<file path="src/rtl/getir_tamponu_p_if.sv">
// Fetch <-> instruction cache bus: pipelined request channel plus
// in-order response channel. master = fetch buffer, slave = cache.
interface getir_tamponu_p_if #(
  parameter int PS_BIT     = 32,
  parameter int BUYRUK_BIT = 32
);
  logic                  istek_gecerli;
  logic                  istek_hazir;
  logic [PS_BIT-1:0]     istek_adres;
  logic                  yanit_gecerli;
  logic [BUYRUK_BIT-1:0] yanit_buyruk;

  modport master (
    output istek_gecerli, istek_adres,
    input  istek_hazir, yanit_gecerli, yanit_buyruk
  );

  modport slave (
    input  istek_gecerli, istek_adres,
    output istek_hazir, yanit_gecerli, yanit_buyruk
  );
endinterface

</file>
<file path="src/rtl/getir_tamponu_p.sv">
// Fetch front-end buffer: owns the PC, keeps up to BEKLEYEN_MAX cache
// requests in flight, queues responses in a DERINLIK-entry instruction
// queue and hands one registered {ps, buyruk} pair to decode. Redirects
// flush everything and discard responses of requests already in flight.
module getir_tamponu_p #(
  parameter int                    DERINLIK     = 4,
  parameter int                    BEKLEYEN_MAX = 2,
  parameter int                    PS_BIT       = 32,
  parameter int                    BUYRUK_BIT   = 32,
  parameter logic [PS_BIT-1:0]     SIFIRLAMA_PS = '0,
  parameter logic [BUYRUK_BIT-1:0] NOP_BUYRUK   = BUYRUK_BIT'(32'h0000_0013)
) (
  input  logic                    clk_i,
  input  logic                    rst_i,
  input  logic                    durdur_i,
  getir_tamponu_p_if.master       bus,
  input  logic                    hata_gecerli_i,
  input  logic [PS_BIT-1:0]       hata_adres_i,
  input  logic                    ongoru_gecerli_i,
  input  logic [PS_BIT-1:0]       ongoru_adres_i,
  output logic [PS_BIT-1:0]       ps_o,
  output logic [BUYRUK_BIT-1:0]   buyruk_o,
  output logic                    gecerli_o,
  output logic [$clog2(DERINLIK):0] doluluk_o
);
  localparam int AW = $clog2(DERINLIK);
  localparam int PW = (BEKLEYEN_MAX > 1) ? $clog2(BEKLEYEN_MAX) : 1;
  localparam int BW = $clog2(BEKLEYEN_MAX + 1);

  logic [PS_BIT-1:0]     r_ps;
  logic [BW-1:0]         r_bekleyen;
  logic [BW-1:0]         r_atilacak;
  logic [AW:0]           r_yaz, r_oku;
  logic [PS_BIT-1:0]     r_kuy_ps  [DERINLIK];
  logic [BUYRUK_BIT-1:0] r_kuy_buy [DERINLIK];
  logic [PS_BIT-1:0]     r_ucus_ps [BEKLEYEN_MAX];
  logic [PW-1:0]         r_ucus_yaz, r_ucus_oku;

  logic              w_yon, w_yanit, w_at, w_it, w_cek, w_atesle;
  logic              w_bos, w_yer_var, w_kredi, w_istek;
  logic [PS_BIT-1:0] w_hedef;
  logic [AW:0]       w_doluluk;

  // in-flight PC ring index; depth need not be a power of two
  function automatic logic [PW-1:0] sonraki(input logic [PW-1:0] i);
    return (int'(i) == BEKLEYEN_MAX - 1) ? '0 : i + PW'(1);
  endfunction

  // mispredict outranks the predictor
  assign w_yon   = hata_gecerli_i | ongoru_gecerli_i;
  assign w_hedef = hata_gecerli_i ? hata_adres_i : ongoru_adres_i;

  assign w_doluluk = r_yaz - r_oku;
  assign w_bos     = (r_yaz == r_oku);
  assign doluluk_o = w_doluluk;

  // credit check: every outstanding request already owns a queue slot
  assign w_yer_var = (int'(w_doluluk) + int'(r_bekleyen)) < DERINLIK;
  assign w_kredi   = int'(r_bekleyen) < BEKLEYEN_MAX;
  assign w_istek   = rst_i & ~w_yon & w_yer_var & w_kredi;
  assign w_atesle  = w_istek & bus.istek_hazir;

  assign bus.istek_gecerli = w_istek;
  assign bus.istek_adres   = r_ps;

  // stale responses (pending discard or arriving during redirect) are dropped
  assign w_yanit = bus.yanit_gecerli;
  assign w_at    = w_yanit & (w_yon | (r_atilacak != '0));
  assign w_it    = w_yanit & ~w_at;
  assign w_cek   = ~w_yon & ~durdur_i & ~w_bos;

  // PC, pointers, outstanding and discard counters
  always_ff @(posedge clk_i or negedge rst_i) begin
    if (!rst_i) begin
      r_ps       <= SIFIRLAMA_PS;
      r_bekleyen <= '0;
      r_atilacak <= '0;
      r_yaz      <= '0;
      r_oku      <= '0;
      r_ucus_yaz <= '0;
      r_ucus_oku <= '0;
    end else begin
      if (w_yon) begin
        r_ps       <= w_hedef;
        r_yaz      <= '0;
        r_oku      <= '0;
        r_ucus_yaz <= '0;
        r_ucus_oku <= '0;
        r_atilacak <= r_bekleyen - BW'(w_yanit);
      end else begin
        if (w_atesle) begin
          r_ps       <= r_ps + PS_BIT'(4);
          r_ucus_yaz <= sonraki(r_ucus_yaz);
        end
        if (w_it) begin
          r_yaz      <= r_yaz + (AW+1)'(1);
          r_ucus_oku <= sonraki(r_ucus_oku);
        end
        if (w_cek) r_oku <= r_oku + (AW+1)'(1);
        if (w_yanit && r_atilacak != '0) r_atilacak <= r_atilacak - BW'(1);
      end
      r_bekleyen <= r_bekleyen + BW'(w_atesle) - BW'(w_yanit);
    end
  end

  // storage: in-flight PC copies and the instruction queue
  always_ff @(posedge clk_i) begin
    if (w_atesle) r_ucus_ps[r_ucus_yaz] <= r_ps;
    if (w_it) begin
      r_kuy_ps[r_yaz[AW-1:0]]  <= r_ucus_ps[r_ucus_oku];
      r_kuy_buy[r_yaz[AW-1:0]] <= bus.yanit_buyruk;
    end
  end

  // decode-facing register: bubble on redirect, hold on stall, else pop
  always_ff @(posedge clk_i or negedge rst_i) begin
    if (!rst_i) begin
      ps_o      <= '0;
      buyruk_o  <= NOP_BUYRUK;
      gecerli_o <= 1'b0;
    end else if (w_yon) begin
      buyruk_o  <= NOP_BUYRUK;
      gecerli_o <= 1'b0;
    end else if (!durdur_i) begin
      if (!w_bos) begin
        ps_o      <= r_kuy_ps[r_oku[AW-1:0]];
        buyruk_o  <= r_kuy_buy[r_oku[AW-1:0]];
        gecerli_o <= 1'b1;
      end else begin
        buyruk_o  <= NOP_BUYRUK;
        gecerli_o <= 1'b0;
      end
    end
  end
endmodule

</file>
<file path="src/flat_wrapper.sv">
// flat-port wrapper written by rule: the top's interface ports become plain ports
module getir_tamponu_p_flat 
#(
  parameter int                    DERINLIK     = 4,
  parameter int                    BEKLEYEN_MAX = 2,
  parameter int                    PS_BIT       = 32,
  parameter int                    BUYRUK_BIT   = 32,
  parameter logic [PS_BIT-1:0]     SIFIRLAMA_PS = '0,
  parameter logic [BUYRUK_BIT-1:0] NOP_BUYRUK   = BUYRUK_BIT'(32'h0000_0013)
)
  (clk_i, rst_i, durdur_i, hata_gecerli_i, hata_adres_i, ongoru_gecerli_i, ongoru_adres_i, ps_o, buyruk_o, gecerli_o, doluluk_o, bus_istek_gecerli, bus_istek_adres, bus_istek_hazir, bus_yanit_gecerli, bus_yanit_buyruk);
  getir_tamponu_p_if #(.PS_BIT(PS_BIT), .BUYRUK_BIT(BUYRUK_BIT)) bus_i ();
  input  logic clk_i;
  input  logic rst_i;
  input  logic durdur_i;
  input  logic hata_gecerli_i;
  input  logic [PS_BIT-1:0] hata_adres_i;
  input  logic ongoru_gecerli_i;
  input  logic [PS_BIT-1:0] ongoru_adres_i;
  output logic [PS_BIT-1:0] ps_o;
  output logic [BUYRUK_BIT-1:0] buyruk_o;
  output logic gecerli_o;
  output logic [$clog2(DERINLIK):0] doluluk_o;
  output wire logic [$bits(bus_i.istek_gecerli)-1:0] bus_istek_gecerli;
  output wire logic [$bits(bus_i.istek_adres)-1:0] bus_istek_adres;
  input wire logic [$bits(bus_i.istek_hazir)-1:0] bus_istek_hazir;
  input wire logic [$bits(bus_i.yanit_gecerli)-1:0] bus_yanit_gecerli;
  input wire logic [$bits(bus_i.yanit_buyruk)-1:0] bus_yanit_buyruk;
  assign bus_istek_gecerli = bus_i.istek_gecerli;
  assign bus_istek_adres = bus_i.istek_adres;
  assign bus_i.istek_hazir = bus_istek_hazir;
  assign bus_i.yanit_gecerli = bus_yanit_gecerli;
  assign bus_i.yanit_buyruk = bus_yanit_buyruk;
  getir_tamponu_p #(.DERINLIK(DERINLIK), .BEKLEYEN_MAX(BEKLEYEN_MAX), .PS_BIT(PS_BIT), .BUYRUK_BIT(BUYRUK_BIT), .SIFIRLAMA_PS(SIFIRLAMA_PS), .NOP_BUYRUK(NOP_BUYRUK)) u_core (.clk_i(clk_i), .rst_i(rst_i), .durdur_i(durdur_i), .bus(bus_i), .hata_gecerli_i(hata_gecerli_i), .hata_adres_i(hata_adres_i), .ongoru_gecerli_i(ongoru_gecerli_i), .ongoru_adres_i(ongoru_adres_i), .ps_o(ps_o), .buyruk_o(buyruk_o), .gecerli_o(gecerli_o), .doluluk_o(doluluk_o));
endmodule
</file>
<file path="config.mk">
export PLATFORM = sky130hd
export DESIGN_NAME = getir_tamponu_p_flat
export DESIGN_NICKNAME = d
export VERILOG_FILES = /design/src/rtl/getir_tamponu_p_if.sv /design/src/rtl/getir_tamponu_p.sv /design/src/flat_wrapper.sv
export SDC_FILE = /design/constraint.sdc
export NUM_CORES = 1
export LEC_CHECK = 0
export BUFFER_PORTS_ARGS = -buffer_cell sky130_fd_sc_hd__buf_2
export CORE_ASPECT_RATIO = 0.8
export CORE_UTILIZATION = 35
export CTS_CLUSTER_SIZE = 8
export DETAILED_ROUTE_END_ITERATION = 10
export GPL_ROUTABILITY_DRIVEN = 1
export REMOVE_ABC_BUFFERS = 1
export SLEW_MARGIN = 20
export SYNTH_ARGS = -nofsm -noshare
export SYNTH_HDL_FRONTEND = slang
export SYNTH_SLANG_ARGS = --single-unit
</file>
<file path="constraint.sdc">
create_clock -name clk_i -period 5.8 [get_ports clk_i]
set_input_delay 0.87 -clock clk_i [delete_from_list [all_inputs] [get_ports clk_i]]
set_output_delay 0.87 -clock clk_i [all_outputs]
set_load 0.01 [all_outputs]
</file>
==> impl_metrics.tcl <==
set metrics [dict create \
    cts_resized 0 \
    pin_count 204 \
    max_stage_delay_ps 510 \
    r2r_start "u_core.r_yaz[0]" \
    placed_cell_area_mm2 0.0187 \
    maxSlewHeadroom 0.276 \
    setup_viol 0 \
    clock.fmax_ghz 0.252 \
    drive_gt1_frac 0.309 \
    fillers 4212 \
    drv_slew 0 \
    syn_area_mm2 0.0169 \
    rsz0062_at_grt "no" \
    cp_max_fo 5 \
    htree_levels 2 \
    tightest_slew_ps 1090 \
    cts_hold_buf 0 \
    synth_cells 1010 \
    dp_hpwl_mm 25.6 \
    ys_ff_latch 429 \
    ys_warn_count 0 \
    maxCapViolCount 0 \
    slowest_stage "nor3b_1" \
    skew_ps 20.2 \
    die_y_um 199 \
    grt_pass1_vias 10100 \
    cp_data_required_time_ps 4930 \
    reg2reg_slack_ps 1890 \
    drtPass1Iterations 5 \
    synth_edf_count 320 \
    overflow 0 \
    cp-start-kind "flop" \
    path_cells "inv_1, ha_1, inv_1, fa_1, ha_1, nor3b_1, nand3_1, nor2_1, buf_2" \
    vias 9783 \
    start_util 0.358 \
    status "finished, final reports clean" \
    die_w_um 248 \
    fin_area_mm2 0.0204 \
    fin_crit_ps 3970 \
    r2r_end "u_core.r_ucus_ps[0][21]" \
    post_drt_via_cell_ratio 5.14 \
    numCtsBuffers 59 \
    power_w 0.00742 \
    critPathLaunch "u_core.r_yaz[0]" \
    syn_area_per_cell_um2 16.8 \
    clock-sinks 429 \
    drt_iter0_drc 720 \
    fin_crit_sh 0.684 \
    io_buffers 203 \
    final_nets 1349 \
    clock_latency_ps 590 \
    grt_first_pass_wirelength_mm 63.0 \
    grt.total_usage 0.172 \
    antenna_found_initial 0 \
    async_flop_share 0.254 \
    dieArea_mm2 0.0493 \
    dp.cells 1792 \
    cts_buffer_depth 3 \
    grt_max_degree 67 \
    critPathCaptureType "output pin" \
    power.density_mw_per_mm2 363 \
    stdcell_count 1904 \
    routed_wirelength_mm 41.7 \
    cts_tree "yes" \
    synth_top_flop_cell "edfxtp_1" \
    core_mm2 0.0473 \
    ys_types 61 \
    crit_arrival_ps 3100 \
    postCtsSetupBuffers 0 \
    p_leak_nw 7.55 \
    ant_nets 0 \
    report.final.hold_viol_count 0 \
    syn_to_final_growth_pct 20.5 \
    clkTransAtPathRegs_ps 50 \
    crit_type "reg2out" \
    cts-root-buf "clkbuf_16" \
    setup_tns_ps 0 \
    hold_class "in2async" \
    peakVddDrop_mv 0.234 \
    reg2reg_depth 8 \
    gp_congestion 0.847 \
    ys_seq_area_frac 0.729 \
    num_rows 71 \
    wl_per_cell_um 21.9 \
    drc 0 \
]
-- cell usage in the layout, fill, tap and decap left out, types with 4 or more instances in the layout --
cell type  count
a211oi_1      11
a21oi_1       26
a22o_1        29
a31oi_1        8
a41oi_1        4
and2_1         4
and3_1         5
and3_4         4
buf_2        202
buf_4         11
clkbuf_1      47
clkbuf_16     60
dfrtp_1      104
edfxtp_1     320
ha_1          11
inv_1         13
mux2_2        32
mux2i_1        6
mux4_2        64
nand2_1      137
nand2b_1       4
nand3_1       12
nand4_1        8
nor2_1        24
nor2b_1        9
nor3_1        16
nor4_1         7
o21ai_0       17
o22a_1         5
xnor2_1       20
-- report_power, final --
group / switching [W] / internal, W / total, W
clock network: 0.00123 / 0.00192 / 0.00316
logic: 0.000384 / 0.000256 / 0.000640
registers: 0.000139 / 0.00348 / 0.00362
total: 0.00176 / 0.00566 / 0.00742
-- synthesized netlist by cell type, drive strengths merged (4+ instances only) --
cell | n | area share
a31oi | 8 | 0.0030
xnor2 | 20 | 0.010
nand4 | 10 | 0.0050
and3 | 9 | 0.0033
mux4 | 64 | 0.085
a22o | 29 | 0.015
a211oi | 11 | 0.0049
ha | 11 | 0.0081
inv | 13 | 0.0029
mux2 | 32 | 0.021
mux2i | 6 | 0.0035
nand2b | 4 | 0.0015
nand3 | 12 | 0.0035
a21oi | 26 | 0.0077
nor2b | 9 | 0.0033
and2 | 6 | 0.0022
nor2 | 26 | 0.0058
clkbuf | 38 | 0.0084
o21ai | 17 | 0.0050
nor4 | 8 | 0.0033
buf | 15 | 0.0038
or4 | 4 | 0.0020
nand2 | 137 | 0.030
nor3 | 16 | 0.0047
o22a | 5 | 0.0026
edfxtp | 320 | 0.57
dfrtp | 106 | 0.16
a41oi | 4 | 0.0021
-- per-stage QoR --
step	utilization	hold slack [ps]	worst slack [ps]
floorplan	-	514	-604
global placement	0.394	458	2080
detailed placement	0.394	459	1940
CTS	0.431	238	1870
global route	0.431	263	1630
finish	0.431	236	1830
-- sequential cells by signal, summed over array words and instances, names as in the netlist --
name,cells
u_core.ps_o,32
u_core.r_ucus_oku,1
u_core.r_ucus_ps,64
u_core.buyruk_o,32
u_core.r_yaz,3
u_core.r_kuy_ps,128
u_core.r_bekleyen,2
u_core.bus.istek_adres,32
u_core.gecerli_o,1
u_core.r_kuy_buy,128
u_core.r_atilacak,2
u_core.r_ucus_yaz,1
u_core.r_oku,3
-- worst max-delay path: cells and delay by family (launching register included) --
kind / cells / cell delay [ps]
adders and majority gates: 3 / 830
DFF: 1 / 420
buffers and inverters: 3 / 350
and+or+nand+nor: 3 / 920
-- area by class of cell --
cell class | count | area, um2 | share of cell area
antenna | 1 | 2.50 | 0.000123
clock buffer | 107 | 1680 | 0.0822
clock inverter | 3 | 30.0 | 0.00147
inverter | 13 | 48.8 | 0.00239
multi-input combinational | 515 | 4380 | 0.215
sequential | 429 | 12300 | 0.605
tap | 620 | 776 | 0.0380
timing repair buffer | 216 | 1140 | 0.0561
-- how the worst max path moves through the flow --
stage,end,slack [ps],cells past startpoint
global route,u_core.r_ucus_ps[0][21],1630,8
CTS,bus_istek_gecerli,1870,9
global placement,u_core.r_ucus_ps[0][17],2080,4
finish,bus_istek_gecerli,1830,9
detailed placement,u_core.r_ucus_ps[0][27],1940,8
floorplan,u_core.r_ucus_ps[0][0],-600,7
-- per-layer routing --
metal | routed length, um | global-route usage | vias to the layer above
met2 | 19200 | 0.268 | 349
met5 | 0 | 0 | -
li1 | - | - | 4397
met4 | 533 | 0.0384 | 0
met3 | 3140 | 0.0376 | 48
met1 | 18800 | 0.245 | 4989
-- cells by family (layout without fill, tap and decap cells) --
family	count (synthesis)	in the layout	synth area share
AOI/OAI and AO/OA	127	127	0.0545
adders and majority gates	12	12	0.00931
DFF	429	429	0.729
muxes	102	102	0.110
xor gates and xnor gates	24	24	0.0133
and+or+nand+nor	250	250	0.0690
other	0	1	0
buffers and inverters	66	339	0.0151
Power figures use the tool's default switching activity.
